==> src/rtl/rv32_pkg.sv <==
// rtl/rv32_pkg.sv - shared RV32M multiply/divide types and constants
package rv32_pkg;

    localparam int XLEN     = 32;
    localparam int MDU_ITER = 32;

    typedef enum logic [2:0] {
        OP_MUL    = 3'd0,
        OP_MULH   = 3'd1,
        OP_MULHSU = 3'd2,
        OP_MULHU  = 3'd3,
        OP_DIV    = 3'd4,
        OP_DIVU   = 3'd5,
        OP_REM    = 3'd6,
        OP_REMU   = 3'd7
    } mdu_op_e;

    typedef enum logic [1:0] {
        IDLE = 2'd0,
        CALC = 2'd1,
        DONE = 2'd2
    } mdu_state_e;

endpackage

==> src/rtl/mdu_iter_if.sv <==
// rtl/mdu_iter_if.sv - request/write-back bundle between decode, register file and the MDU
interface mdu_iter_if import rv32_pkg::*; ();

    logic            start;
    logic [2:0]      op;
    logic [XLEN-1:0] rs1_val;
    logic [XLEN-1:0] rs2_val;
    logic [4:0]      rd_in;
    logic            flush;
    logic            busy;
    logic            valid;
    logic [4:0]      add3;
    logic [XLEN-1:0] wd3;
    logic            we3;

    modport master (
        output start, op, rs1_val, rs2_val, rd_in, flush,
        input  busy, valid, add3, wd3, we3
    );

    modport slave (
        input  start, op, rs1_val, rs2_val, rd_in, flush,
        output busy, valid, add3, wd3, we3
    );

endinterface

==> src/rtl/mdu_div_core.sv <==
// rtl/mdu_div_core.sv - restoring divider on unsigned magnitudes, one quotient bit per step
module mdu_div_core #(
    parameter int XLEN = 32
) (
    input  logic            clk,
    input  logic            rst,
    input  logic            i_load,
    input  logic            i_step,
    input  logic [XLEN-1:0] i_dividend,
    input  logic [XLEN-1:0] i_divisor,
    output logic [XLEN-1:0] o_quot_nxt,
    output logic [XLEN-1:0] o_rem_nxt
);

    logic [XLEN-1:0] r_quot;
    logic [XLEN-1:0] r_rem;
    logic [XLEN-1:0] r_divisor;
    logic [XLEN:0]   w_rem_sh;
    logic            w_ge;

    // The dividend shifts out of the quotient register while quotient bits shift in.
    assign w_rem_sh   = {r_rem, r_quot[XLEN-1]};
    assign w_ge       = w_rem_sh >= {1'b0, r_divisor};
    assign o_quot_nxt = {r_quot[XLEN-2:0], w_ge};
    assign o_rem_nxt  = w_ge ? XLEN'(w_rem_sh - {1'b0, r_divisor}) : w_rem_sh[XLEN-1:0];

    always_ff @(posedge clk) begin
        if (rst) begin
            r_quot    <= '0;
            r_rem     <= '0;
            r_divisor <= '0;
        end else if (i_load) begin
            r_quot    <= i_dividend;
            r_rem     <= '0;
            r_divisor <= i_divisor;
        end else if (i_step) begin
            r_quot    <= o_quot_nxt;
            r_rem     <= o_rem_nxt;
        end
    end

endmodule

==> src/rtl/mdu_iter.sv <==
// rtl/mdu_iter.sv - iterative RV32M multiply/divide unit with one-cycle write-back pulse
// Optional MDU_FAST_MUL_EN: multiplies resolve in a single cycle, divides still iterate.
module mdu_iter import rv32_pkg::*; #(
    parameter int XLEN = rv32_pkg::XLEN,
    parameter int ITER = rv32_pkg::MDU_ITER
) (
    input  logic      clk,
    input  logic      rst,
    mdu_iter_if.slave bus
);

    localparam int              CW    = $clog2(ITER);
    localparam logic [XLEN-1:0] W_MIN = {1'b1, {(XLEN-1){1'b0}}};

    mdu_state_e        r_state;
    logic [CW-1:0]     r_cnt;
    mdu_op_e           r_op;
    logic [4:0]        r_rd;
    logic              r_neg_q;
    logic              r_neg_r;
    logic [2*XLEN-1:0] r_acc;
    logic [XLEN-1:0]   r_mcand;
    logic              r_busy;
    logic              r_valid;
    logic              r_we3;
    logic [4:0]        r_add3;
    logic [XLEN-1:0]   r_wd3;

    mdu_op_e           w_op;
    logic              w_is_div;
    logic              w_a_signed;
    logic              w_b_signed;
    logic              w_a_neg;
    logic              w_b_neg;
    logic [XLEN-1:0]   w_a_mag;
    logic [XLEN-1:0]   w_b_mag;
    logic              w_div_zero;
    logic              w_div_ovf;
    logic              w_special;
    logic [XLEN-1:0]   w_special_res;
    logic              w_accept;
    logic [XLEN:0]     w_mul_sum;
    logic [2*XLEN-1:0] w_acc_nxt;
    logic [2*XLEN-1:0] w_prod;
    logic [XLEN-1:0]   w_quot_nxt;
    logic [XLEN-1:0]   w_rem_nxt;
    logic [XLEN-1:0]   w_calc_res;

    assign w_op     = mdu_op_e'(bus.op);
    assign w_is_div = bus.op[2];
    assign w_accept = (r_state == IDLE) && bus.start && !bus.flush;

    always_comb begin
        w_a_signed = 1'b0;
        w_b_signed = 1'b0;
        case (w_op)
            OP_MUL, OP_MULH, OP_DIV, OP_REM: begin
                w_a_signed = 1'b1;
                w_b_signed = 1'b1;
            end
            OP_MULHSU: w_a_signed = 1'b1;
            default: ;
        endcase
    end

    assign w_a_neg = w_a_signed && bus.rs1_val[XLEN-1];
    assign w_b_neg = w_b_signed && bus.rs2_val[XLEN-1];
    assign w_a_mag = w_a_neg ? -bus.rs1_val : bus.rs1_val;
    assign w_b_mag = w_b_neg ? -bus.rs2_val : bus.rs2_val;

    // Cases the magnitude datapath would get wrong are answered directly at acceptance.
    assign w_div_zero = w_is_div && (bus.rs2_val == '0);
    assign w_div_ovf  = ((w_op == OP_DIV) || (w_op == OP_REM)) &&
                        (bus.rs1_val == W_MIN) && (bus.rs2_val == '1);
    assign w_special  = w_div_zero || w_div_ovf;

    always_comb begin
        w_special_res = '0;
        if (w_div_zero) begin
            w_special_res = bus.op[1] ? bus.rs1_val : '1;
        end else if (w_op == OP_DIV) begin
            w_special_res = W_MIN;
        end
    end

    // Shift-add: multiplier sits in the low half of the accumulator and retires one bit per step.
    assign w_mul_sum = {1'b0, r_acc[2*XLEN-1:XLEN]} + (r_acc[0] ? {1'b0, r_mcand} : '0);
    assign w_acc_nxt = {w_mul_sum, r_acc[XLEN-1:1]};
    assign w_prod    = r_neg_q ? -w_acc_nxt : w_acc_nxt;

    mdu_div_core #(
        .XLEN (XLEN)
    ) u_div_core (
        .clk        (clk),
        .rst        (rst),
        .i_load     (w_accept),
        .i_step     (r_state == CALC),
        .i_dividend (w_a_mag),
        .i_divisor  (w_b_mag),
        .o_quot_nxt (w_quot_nxt),
        .o_rem_nxt  (w_rem_nxt)
    );

    always_comb begin
        w_calc_res = '0;
        case (r_op)
            OP_MUL:                       w_calc_res = w_prod[XLEN-1:0];
            OP_MULH, OP_MULHSU, OP_MULHU: w_calc_res = w_prod[2*XLEN-1:XLEN];
            OP_DIV, OP_DIVU:              w_calc_res = r_neg_q ? -w_quot_nxt : w_quot_nxt;
            default:                      w_calc_res = r_neg_r ? -w_rem_nxt : w_rem_nxt;
        endcase
    end

`ifdef MDU_FAST_MUL_EN
    logic [2*XLEN-1:0] w_fa;
    logic [2*XLEN-1:0] w_fb;
    logic [2*XLEN-1:0] w_fprod;
    logic [XLEN-1:0]   w_fast_res;

    // Sign-extended operands make a plain modulo-2^64 product correct for every signedness mix.
    assign w_fa       = {{XLEN{w_a_neg}}, bus.rs1_val};
    assign w_fb       = {{XLEN{w_b_neg}}, bus.rs2_val};
    assign w_fprod    = w_fa * w_fb;
    assign w_fast_res = (w_op == OP_MUL) ? w_fprod[XLEN-1:0] : w_fprod[2*XLEN-1:XLEN];
`endif

    always_ff @(posedge clk) begin
        if (rst) begin
            r_state <= IDLE;
            r_cnt   <= '0;
            r_op    <= OP_MUL;
            r_rd    <= '0;
            r_neg_q <= 1'b0;
            r_neg_r <= 1'b0;
            r_acc   <= '0;
            r_mcand <= '0;
            r_busy  <= 1'b0;
            r_valid <= 1'b0;
            r_we3   <= 1'b0;
            r_add3  <= '0;
            r_wd3   <= '0;
        end else begin
            r_valid <= 1'b0;
            r_we3   <= 1'b0;
            case (r_state)
                IDLE: begin
                    if (w_accept) begin
                        r_op    <= w_op;
                        r_rd    <= bus.rd_in;
                        r_neg_q <= w_a_neg ^ w_b_neg;
                        r_neg_r <= w_a_neg;
                        r_acc   <= {{XLEN{1'b0}}, w_b_mag};
                        r_mcand <= w_a_mag;
                        r_cnt   <= '0;
                        r_busy  <= 1'b1;
                        if (w_special) begin
                            r_state <= DONE;
                            r_valid <= 1'b1;
                            r_we3   <= (bus.rd_in != 5'd0);
                            r_add3  <= bus.rd_in;
                            r_wd3   <= w_special_res;
`ifdef MDU_FAST_MUL_EN
                        end else if (!w_is_div) begin
                            r_state <= DONE;
                            r_valid <= 1'b1;
                            r_we3   <= (bus.rd_in != 5'd0);
                            r_add3  <= bus.rd_in;
                            r_wd3   <= w_fast_res;
`endif
                        end else begin
                            r_state <= CALC;
                        end
                    end
                end
                CALC: begin
                    if (bus.flush) begin
                        r_state <= IDLE;
                        r_busy  <= 1'b0;
                        r_cnt   <= '0;
                    end else begin
                        r_acc <= w_acc_nxt;
                        r_cnt <= r_cnt + 1'b1;
                        if (r_cnt == CW'(ITER - 1)) begin
                            r_state <= DONE;
                            r_cnt   <= '0;
                            r_valid <= 1'b1;
                            r_we3   <= (r_rd != 5'd0);
                            r_add3  <= r_rd;
                            r_wd3   <= w_calc_res;
                        end
                    end
                end
                default: begin
                    r_state <= IDLE;
                    r_busy  <= 1'b0;
                end
            endcase
        end
    end

    assign bus.busy  = r_busy;
    assign bus.valid = r_valid;
    assign bus.we3   = r_we3;
    assign bus.add3  = r_add3;
    assign bus.wd3   = r_wd3;

endmodule

==> src/flat_wrapper.sv <==
// flat-port wrapper written by rule: the top's interface ports become plain ports
module mdu_iter_flat import rv32_pkg::*;
#(
    parameter int XLEN = rv32_pkg::XLEN,
    parameter int ITER = rv32_pkg::MDU_ITER
)
  (clk, rst, bus_start, bus_op, bus_rs1_val, bus_rs2_val, bus_rd_in, bus_flush, bus_busy, bus_valid, bus_add3, bus_wd3, bus_we3);
  mdu_iter_if bus_i ();
  input  logic clk;
  input  logic rst;
  input wire logic [$bits(bus_i.start)-1:0] bus_start;
  input wire logic [$bits(bus_i.op)-1:0] bus_op;
  input wire logic [$bits(bus_i.rs1_val)-1:0] bus_rs1_val;
  input wire logic [$bits(bus_i.rs2_val)-1:0] bus_rs2_val;
  input wire logic [$bits(bus_i.rd_in)-1:0] bus_rd_in;
  input wire logic [$bits(bus_i.flush)-1:0] bus_flush;
  output wire logic [$bits(bus_i.busy)-1:0] bus_busy;
  output wire logic [$bits(bus_i.valid)-1:0] bus_valid;
  output wire logic [$bits(bus_i.add3)-1:0] bus_add3;
  output wire logic [$bits(bus_i.wd3)-1:0] bus_wd3;
  output wire logic [$bits(bus_i.we3)-1:0] bus_we3;
  assign bus_i.start = bus_start;
  assign bus_i.op = bus_op;
  assign bus_i.rs1_val = bus_rs1_val;
  assign bus_i.rs2_val = bus_rs2_val;
  assign bus_i.rd_in = bus_rd_in;
  assign bus_i.flush = bus_flush;
  assign bus_busy = bus_i.busy;
  assign bus_valid = bus_i.valid;
  assign bus_add3 = bus_i.add3;
  assign bus_wd3 = bus_i.wd3;
  assign bus_we3 = bus_i.we3;
  mdu_iter #(.XLEN(XLEN), .ITER(ITER)) u_core (.clk(clk), .rst(rst), .bus(bus_i));
endmodule
==> config.mk <==
export PLATFORM = sky130hd
export DESIGN_NAME = mdu_iter_flat
export DESIGN_NICKNAME = d
export VERILOG_FILES = /design/src/rtl/rv32_pkg.sv /design/src/rtl/mdu_iter_if.sv /design/src/rtl/mdu_div_core.sv /design/src/rtl/mdu_iter.sv /design/src/flat_wrapper.sv
export SDC_FILE = /design/constraint.sdc
export NUM_CORES = 1
export LEC_CHECK = 0
export CAP_MARGIN = 20
export CORE_ASPECT_RATIO = 1.4
export CORE_UTILIZATION = 40
export CTS_CLUSTER_DIAMETER = 40
export DETAILED_ROUTE_END_ITERATION = 7
export SLEW_MARGIN = 20
export SYNTH_ARGS = -nofsm -noshare
export SYNTH_HDL_FRONTEND = slang
export SYNTH_SLANG_ARGS = --single-unit
==> constraint.sdc <==
create_clock -name clk -period 4.7 [get_ports clk]
set_input_delay 0.705 -clock clk [delete_from_list [all_inputs] [get_ports clk]]
set_output_delay 0.705 -clock clk [all_outputs]
set_load 0.02 [all_outputs]
==> out/metrics.cfg <==
[status]
status=finished clean

[layout]
antenna-diode-count=0
drive_gt1_share_pct=12.3
fill_cells=4823
area_growth_pct=22.0
fin_nets=2942

[timing]
timing.final.ws_setup_ns=0.109
max_freq_mhz=218
finalMaxSlewViolations=0
hold_ws_ns=0.452
rsz0062_at_grt=true
setup_viol=0
slew_headroom_pct=25.1
worst_slew_pin_slew_ns=1.12
min_period_ns=4.59
period_share_pct=97.7
finalSetupTns_ns=0
clock_skew_ns=0.0329
hold_viol_final=0

[floorplanning]
die_h_um=264
initial_utilization_pct=40.6
die_w_um=189
ioPinCount=116
die_area_um2=49800
core_area_um2=48100
rows=95

[power_and_ir_drop]
switching_share_pct=37.6
pwr-share-comb_pct=32.9
p_per_area_nw_per_um2=345
ir_worst_vdd_uv=304
p_int_mw=5.14
seqPwrFrac_pct=28.4
power_mw=8.23
clockPowerShare_pct=38.7
power_leakage_nw=9.10
p_sw_mw=3.09

[setup_path]
crit_fanout=4
arrival_ns=5.09
critPathKind=register to register
cp.required_ns=5.20
setup.worst_path.start_class=register
timing.reg2reg.worst_path_depth=15
end_kind=register

[routing]
drt_iter0_drc=1799
via_per_inst=6.21
ant_nets=0
routed_wl_um=87000
routedWlPerCell_um=25.2
drc=0
vias=21500
firstDrtPassIters=6

[synth]
synth_top_cell_by_area=dfxtp_1
yosys_register_bits=249
ys_warn_count=0
syn-num-nets=2786
ys.flop_type=dfxtp_1
ys_async_sr_fraction_pct=0
synth_edf_count=0
synth_area_per_cell_um2=7.42
netlist_area_um2=19600
synthTopCellsByCount=nor2_1, dfxtp_1, nand2_1
synth.most_common_cell=nor2_1
synth.yosys.seq_area_share_pct=25.5
synth_top_cell_area_share_pct=25.5
synthTopCellsByArea=dfxtp_1, nor2_1, a21oi_1, xnor2_1, ha_1
yosysUniqueCellTypes=83
syn_inst=2636

[clocking]
cts-htree-levels=2
cts_root_buffer=clkbuf_16
clk_pin_slew_ns=0.06
cts_tree=yes
hold_buffers=0
cts_buffers=44
cts_buffer_depth=3
clkSinkCount=249
clock_latency_ns=0.57

[placed_design]
dpl.hpwl_um=68700
io_buffers=115
place_congestion=0.975
place_ws_ns=-0.174

[grt]
grt_pass1_wl_um=129000
antenna_found_initial=0
grt-ovfl-total=0
grt_max_degree=140
track_usage_pct=34.1
grt_pass1_vias=20800

[job]
cap_violations=0

[min_path]
hold_depth=1
hold_path.class=register to register

==> path summary, 6_finish.rpt <==
check             slack [ns]                                       from                               to
hold / removal          0.45            u_core.r_mcand[19]$_SDFFE_PP0P_  u_core.r_mcand[19]$_SDFFE_PP0P_
setup reg to reg        0.11  u_core.u_div_core.r_quot[31]$_SDFFE_PP0P_  u_core.bus.wd3[29]$_SDFFE_PP0P_
setup / recovery        0.11  u_core.u_div_core.r_quot[31]$_SDFFE_PP0P_  u_core.bus.wd3[29]$_SDFFE_PP0P_
hold reg to reg         0.45            u_core.r_mcand[19]$_SDFFE_PP0P_  u_core.r_mcand[19]$_SDFFE_PP0P_
==> critical path, stage by stage, from the launching register on <==
cell      delay, ns
dfxtp_1        0.30
inv_1          0.05
ha_1           0.18
inv_1          0.06
fa_1           0.40
a21o_1         0.22
a221o_1        0.35
a2111o_1       0.51
a41oi_2        0.22
xnor2_1        0.13
mux2_4         0.29
or4b_4         0.55
or3_4          0.39
o31a_1         0.32
or4b_1         0.46
nand3_1        0.09
==> stage by stage <==
step,cell area [um2],std cells,util (%)
after floorplan,19600,2636,-
after global placement,22200,3372,46.1
after detailed placement,22200,3372,46.1
after CTS,23700,3453,49.2
after global routing,23900,3456,49.6
final,23900,3456,49.6
==> power groups by stage <==
stage                     Combinational (mW)  Clock [mW]  Sequential, mW
after floorplan                         1.55           0            2.33
after global placement                  2.59           0            2.37
after detailed placement                2.58           0            2.38
after CTS                               2.61        3.22            2.33
after global routing                    2.87        3.33            2.35
final                                   2.71        3.18            2.34
==> state kept, by name, summed over array words and instances, names as in the netlist <==
| name | cells |
|---|---|
| u_core.u_div_core.r_divisor | 32 |
| u_core.u_div_core.r_quot | 32 |
| u_core.r_op | 3 |
| u_core.bus.valid | 1 |
| u_core.r_neg_q | 1 |
| u_core.r_acc | 64 |
| u_core.bus.wd3 | 32 |
| u_core.u_div_core.r_rem | 32 |
| u_core.r_neg_r | 1 |
| u_core.r_state | 2 |
| u_core.r_mcand | 32 |
| u_core.bus.we3 | 1 |
| u_core.bus.busy | 1 |
| u_core.r_cnt | 5 |
| u_core.r_rd | 5 |
| u_core.bus.add3 | 5 |
==> placed cells by master, fill, tap and decap left out, types with 18 or more instances in the layout <==
| cell type | instances |
|---|---|
| and3_1 | 23 |
| mux2i_1 | 46 |
| or3_1 | 37 |
| xnor2_1 | 105 |
| or4_1 | 23 |
| or2_2 | 30 |
| o211ai_1 | 30 |
| o31ai_1 | 48 |
| nand4_1 | 32 |
| a21o_1 | 29 |
| clkbuf_16 | 46 |
| o21ai_0 | 156 |
| a22oi_1 | 23 |
| a21boi_0 | 25 |
| inv_1 | 65 |
| buf_4 | 168 |
| o41ai_1 | 18 |
| ha_1 | 72 |
| o21a_1 | 41 |
| nand2_1 | 210 |
| nor4_1 | 20 |
| a211oi_1 | 106 |
| a21oi_1 | 199 |
| dfxtp_1 | 248 |
| a311oi_1 | 25 |
| and2_1 | 40 |
| nor2_1 | 324 |
| xor2_1 | 93 |
| a31oi_1 | 28 |
| nand3_1 | 45 |
| clkdlybuf4s50_1 | 114 |
| nor3_1 | 67 |
==> repair_timing <==
action | CTS | global route
buffers inserted | 1 | 3
pin swaps | 1 | 7
endpoints found under the setup margin | 9 | 14
resized for setup | 7 | 33
==> cell families after synthesis <==
| logic type | count (synthesis) | synth area share [%] |
|---|---|---|
| compound gates | 881 | 30.3 |
| flops | 249 | 25.5 |
| xor+xnor | 198 | 8.87 |
| fa+ha+maj | 74 | 4.81 |
| simple gates | 939 | 23.2 |
| mux | 51 | 2.66 |
| buf+inv | 244 | 4.73 |
==> area by class of cell <==
class / count / area (um2) / share of cell area [%]
Clock inverter: 27 / 265 / 1.11
Inverter: 67 / 254 / 1.06
Tap cell: 630 / 788 / 3.30
Multi-Input combinational cell: 2143 / 13900 / 58.1
Timing Repair Buffer: 287 / 2490 / 10.4
Sequential cell: 249 / 4990 / 20.9
Clock buffer: 53 / 1210 / 5.06
==> per-layer routing <==
layer	share of wire (%)	up-vias	wire length [um]	global-route usage, %
li1	-	10100	-	-
met5	0	-	0	0
met4	9.5	0	8280	28.8
met1	37	10300	32500	37.5
met3	4.8	269	4170	3.32
met2	48	828	42000	58.8
Power figures use the tool's default switching activity.
==> edit 1: new RTL, config.mk and constraints unchanged <==
Change the package constant `MDU_ITER` from 32 to 16.
--- a/src/rtl/rv32_pkg.sv
+++ b/src/rtl/rv32_pkg.sv
@@ -4,3 +4,3 @@
     localparam int XLEN     = 32;
-    localparam int MDU_ITER = 32;
+    localparam int MDU_ITER = 16;
 
Function: no difference found for any inputs over 4 cycles, from zero or initial values and one cycle with rst high; that may be too few to reach the edited logic, so the function may still have changed.
==> edit 1 against the unedited design <==
  * The run now ends with negative setup slack left
  * Routed wire length grew 0.83%
  * Via count grew 0.40%
  * Utilization grew 4.1 points
  * Cell area grew 6.3%
  * Sequential cell count shrank 1
  * Maximum frequency shrank 3.3%
  * Area after synthesis shrank 1.5%
  * Hold slack gained 0.012 ns
  * Worst setup slack lost 0.16 ns
  * Sequential share of layout area shrank 1.2 points
  * Total power grew 6.7%
  * Global-route usage grew 0.62 points
  * Critical path type unchanged
  * Largest cell class unchanged
  * Highest routed layer unchanged
==> edit 1: results (changes against the unedited design) <==
* Status: finished, violations left
* Violations in the final reports: negative setup slack
* Startpoint of the worst register-to-register path: u_core.u_div_core.r_divisor[3]$_SDFFE_PP0P_
* Slew of the pin with the lowest slew margin at 1.16 ns (+0.0408 ns)
* Total number of nets in the final design at 3055 (+3.8%)
* Proportion of layout cells with a drive suffix above 1 at 19.7% (+7.3 points)
* Number of antenna violations at the first check in global routing at 1 (+1)
* Maximum number of pins on one net before global-route repair at 110 (-21%)
* TritonCTS buffer count at 43 (-2.3%)
* Synth cell count leaders: nor2_1 (327), dfxtp_1 (248), a21oi_1 (216)
* CP max stage delay at 0.48 ns (-0.07 ns)
* Sequential cell area fraction in the yosys report at 25.8% (+0.29 points)
* Placed standard-cell area at 22900 um^2 (+3.5%)
* Gpl congestion at 1.04 (+6.5%)
* Post-DR vias/cell at 6.05 (-2.7%)
* Int Pwr at 5480 uW (+6.6%)
* Final worst hold slack at 0.464 ns (+0.0116 ns)
* Total wirelength of the detailed-routed design at 87700 um (+0.83%)
* Critical path startpoint: u_core.u_div_core.r_divisor[3]$_SDFFE_PP0P_
* Mean area per synthesized cell at 7.41 um^2 (about the same)
* HPWL Detailed at 69000 um (+0.43%)
* Setup violation total in the final timing report at 2 (+2)
* Cell type of the slowest stage on the worst timing path: or4_4
* First-pass GRT wire length at 129000 um (+0.56%)
* Setup slack after placement at -0.378 ns (-0.204 ns)
* Comb pwr at 3220 uW (+19%)
* Setup TNS Final at -0.0483 ns (-0.0483 ns)
* PnR worst setup slack at -0.0481 ns (-0.157 ns)
* Number of violations reported at the end of detailed-routing iteration 0 at 1886 (+4.8%)
* Clock insertion delay at the later pin of the skew report at 0.55 ns (-0.02 ns)
* Net switching component of the power at 3300 uW (+6.7%)
* Synth unique cells at 93 (+12%)
* Remaining antenna violation count at 0 (unchanged)
* Family with the most delay on the worst path: simple AND/OR/NAND/NOR gates
* Layout fillers at 4642 (-3.8%)
* Clock Skews at 0.0190 ns (-0.0138 ns)
* Average wire length per cell after detail routing at 24.6 um (-2.3%)
* Biggest area contributors in the synthesized netlist: dfxtp_1 (26%), nor2_1 (6.4%), xnor2_1 (5.6%)
* # placed instances at 3466 (+2.8%)
* Leakage power at 0.0100 uW (+10%)
* Total GRT Usage at 34.7% (+0.62 points)
* HP Start: u_core.r_mcand[29]$_SDFFE_PP0P_
* Critical path peak fanout at 5 (+1)
* Worst path arrival time at 5.13 ns (+0.04 ns)
* Length of the first detailed-routing pass in iterations at 7 (+1)
* Sequential share of power at 26.9% (-1.5 points)
* Synth Net Count at 2747 (-1.4%)
* Number of global-route vias before repair at 21.2k (+2.0%)
* Maximum ir drop on the vdd rail at 0.294 mV (-3.1%)
==> edit 1: changes by cell type after synthesis, moves of 9 or more <==
cell / delta
o31ai_1: -10
a21oi_1: +15
and2_1: +12
or2_2: -24
nor3_1: -9
buf_2: +19
o211ai_1: -19
inv_1: +11
clkbuf_1: -13
a311oi_1: -16
xnor2_1: +19
and3_1: -9
==> edit 1: cells by family after synthesis <==
kind of cell,count (synthesis),share of synthesized area [%]
compound gates,854,29.4
simple gates,904,22.4
xor+xnor,211,9.60
flops,248,25.8
fa+ha+maj,73,4.82
mux,52,2.72
buf+inv,256,5.25
==> edit 1: final timing paths <==
kind	end	cells after the start
min	u_core.r_mcand[29]$_SDFFE_PP0P_	1
max reg2reg	u_core.bus.wd3[30]$_SDFFE_PP0P_	20
min reg2reg	u_core.r_mcand[29]$_SDFFE_PP0P_	1
max	u_core.bus.wd3[30]$_SDFFE_PP0P_	20
==> edit 1: layout make-up <==
type / count / area [um^2] / share of cell area, %
sequential: 248 / 4990 / 19.7
multi-input combinational: 2094 / 14200 / 55.8
tap: 624 / 781 / 3.08
clock inverter: 28 / 299 / 1.18
inverter: 78 / 295 / 1.16
timing repair buffer: 441 / 3660 / 14.4
antenna: 1 / 2.50 / 0.00986
clock buffer: 51 / 1180 / 4.65
==> edit 1: metal layers <==
layer / part of all wire, % / GRT usage [%] / vias up / routed length [um]
met3: 4.8 / 4.26 / 307 / 4190
met4: 9.9 / 30.5 / 0 / 8690
met2: 49 / 62.4 / 818 / 43200
met5: 0 / 0 / - / 0
met1: 36 / 35.9 / 10300 / 31600
li1: - / - / 10100 / -
==> edit 1: timing repair <==
item	in CTS	in global routing
gates resized for setup	67	78
setup buffers	9	9
hold endpoints to repair	0	0
pin swaps	20	30
cloned	0	1
setup endpoints to repair	13	18
hold buffers	0	0
==> edit 2: new RTL, config.mk and constraints unchanged <==
Made on the original files. Encoding of `mdu_state_e`: now one-hot (3 bits for 3 states).
--- a/src/rtl/rv32_pkg.sv
+++ b/src/rtl/rv32_pkg.sv
@@ -17,6 +17,6 @@
 
-    typedef enum logic [1:0] {
-        IDLE = 2'd0,
-        CALC = 2'd1,
-        DONE = 2'd2
+    typedef enum logic [2:0] {
+        IDLE = 3'b001,
+        CALC = 3'b010,
+        DONE = 3'b100
     } mdu_state_e;
Function: no difference found for any inputs over 4 cycles, from zero or initial values and one cycle with rst high; so few cycles prove little.
==> edit 2 against the unedited design <==
  * Critical path type unchanged
  * Sequential cell count rose by 1
  * Non-clock buffer count did not move
  * Cell area fell by 1.6%
  * Worst setup slack improved by 0.024 ns
  * Routed wire length fell by 10%
  * Critical endpoint is now u_core.bus.wd3[22]$_SDFFE_PP0P_
  * Total power fell by 7.3%
  * Clock power fell by 10%
  * Area after synthesis fell by 1.2%
  * Hold slack improved by 0.0036 ns
==> edit 2: results (changes against the unedited design) <==
* Leakage power at 0.00913 uW (+0.31%)
* Synth cell count leaders: nor2_1 (336), dfxtp_1 (250), a21oi_1 (199), nand2_1 (199), o21ai_0 (144)
* Total number of nets in the final design at 2870 (-2.4%)
* Number of global-route vias before repair at 19.7k (-4.9%)
* Biggest area contributors in the synthesized netlist: dfxtp_1 (26%), nor2_1 (6.5%), xnor2_1 (5.3%)
* Layout fillers at 4762 (-1.3%)
* Non-filler cells, final at 3372 (-2.4%)
* Met1 Resource Use GR at 36.2% (-1.3 points)
* Clock insertion delay at the later pin of the skew report at 0.55 ns (-0.02 ns)
* Buffering overhead at 10.6% (+0.18 points)
* Buffers inserted during post-CTS setup optimization at 0 (-1)
* Cell type of the slowest stage on the worst timing path: ha_2
* Non-clock inverter count at 74 (+10%)
* Gate count after technology mapping at 2566 (-2.7%)
* CP max stage delay at 0.40 ns (-0.15 ns)
* Pwr dens at 325 nW/um^2 (-5.8%)
* Wire length on met3 at 4140 um (-0.72%)
* Die Outline Area at 49200 um^2 (-1.2%)
* Post-DR vias/cell at 6.10 (-1.9%)
* Total GRT Usage at 30.9% (-3.2 points)
* TritonCTS buffer count at 37 (-16%)
* Sequential cell area fraction in the yosys report at 25.9% (+0.41 points)
* Setup slack after placement at 0.00780 ns (+0.182 ns)
* # placed instances at 3297 (-2.2%)
* Placed standard-cell area at 21900 um^2 (-1.3%)
* HPWL Detailed at 60400 um (-12%)
* Met2 routing resource usage after global routing at 54.3% (-4.5 points)
* First-pass GRT wire length at 118000 um (-8.4%)
* Final clock-cell share at 5.32% (-0.85 points)
* Worst path arrival time at 5.00 ns (-0.09 ns)
* Synth unique cells at 94 (+13%)
* Multi-input gates at 2070 (-3.4%)
* Gpl congestion at 0.982 (+0.65%)
* Maximum ir drop on the vdd rail at 0.248 mV (-18%)
* Synth Net Count at 2716 (-2.5%)
* GR met3 Demand/Resource at 3.13% (-0.19 points)
* Net switching component of the power at 2750 uW (-11%)
* Number of violations reported at the end of detailed-routing iteration 0 at 1575 (-12%)
* Seq/total area at 21.3% (+0.43 points)
* Total of cells resized after clock tree synthesis at 1 (-6)
* Slew of the pin with the lowest slew margin at 1.20 ns (+0.0750 ns)
* Average wire length per cell after detail routing at 23.1 um (-8.0%)
* Count of flip-flops and latches at 250 (+0.40%)
* Metal1 wirelength at 31000 um (-4.6%)
* Status: completed
-- edit 2: critical path, delay by kind of cell, from the launching register on --
family	cells	cell delay (ns)
multiplexers	1	0.26
buffers and inverters	3	0.35
AO/OA/AOI/OAI	10	2.04
AND/OR/NAND/NOR	4	0.69
flip-flops	1	0.33
XOR/XNOR	1	0.16
adder cells (fa/ha/maj)	2	0.61
-- edit 2: cells by family (layout without fill, tap and decap cells) --
| logic type | after synthesis | count (layout) | synth area share, % |
|---|---|---|---|
| buffers and inverters | 246 | 428 | 4.92 |
| adders and majority gates | 74 | 74 | 4.87 |
| and+or+nand+nor | 875 | 875 | 21.9 |
| AOI/OAI and AO/OA | 846 | 846 | 29.5 |
| DFF | 250 | 250 | 25.9 |
| muxes | 57 | 57 | 2.99 |
| xor gates and xnor gates | 218 | 218 | 9.92 |
-- edit 2: path summary, 6_finish.rpt --
kind                                                     start                         endpoint  slack [ns]  cells after the start
setup / recovery  u_core.u_div_core.r_divisor[22]$_SDFFE_PP0P_  u_core.bus.wd3[22]$_SDFFE_PP0P_        0.13                     21
hold / removal                  u_core.r_mcand[0]$_SDFFE_PP0P_   u_core.r_mcand[0]$_SDFFE_PP0P_        0.46                      2
setup reg to reg  u_core.u_div_core.r_divisor[22]$_SDFFE_PP0P_  u_core.bus.wd3[22]$_SDFFE_PP0P_        0.13                     21
hold reg to reg                 u_core.r_mcand[0]$_SDFFE_PP0P_   u_core.r_mcand[0]$_SDFFE_PP0P_        0.46                      2
-- edit 2: power groups by stage --
stage	Clock [uW]	Sequential (uW)	Combinational (uW)
2_1_floorplan	0	2370	1410
3_3_place_gp	0	2400	2260
3_5_place_dp	0	2400	2270
4_1_cts	2890	2350	2290
5_1_grt	2980	2370	2570
6_report	2860	2360	2410
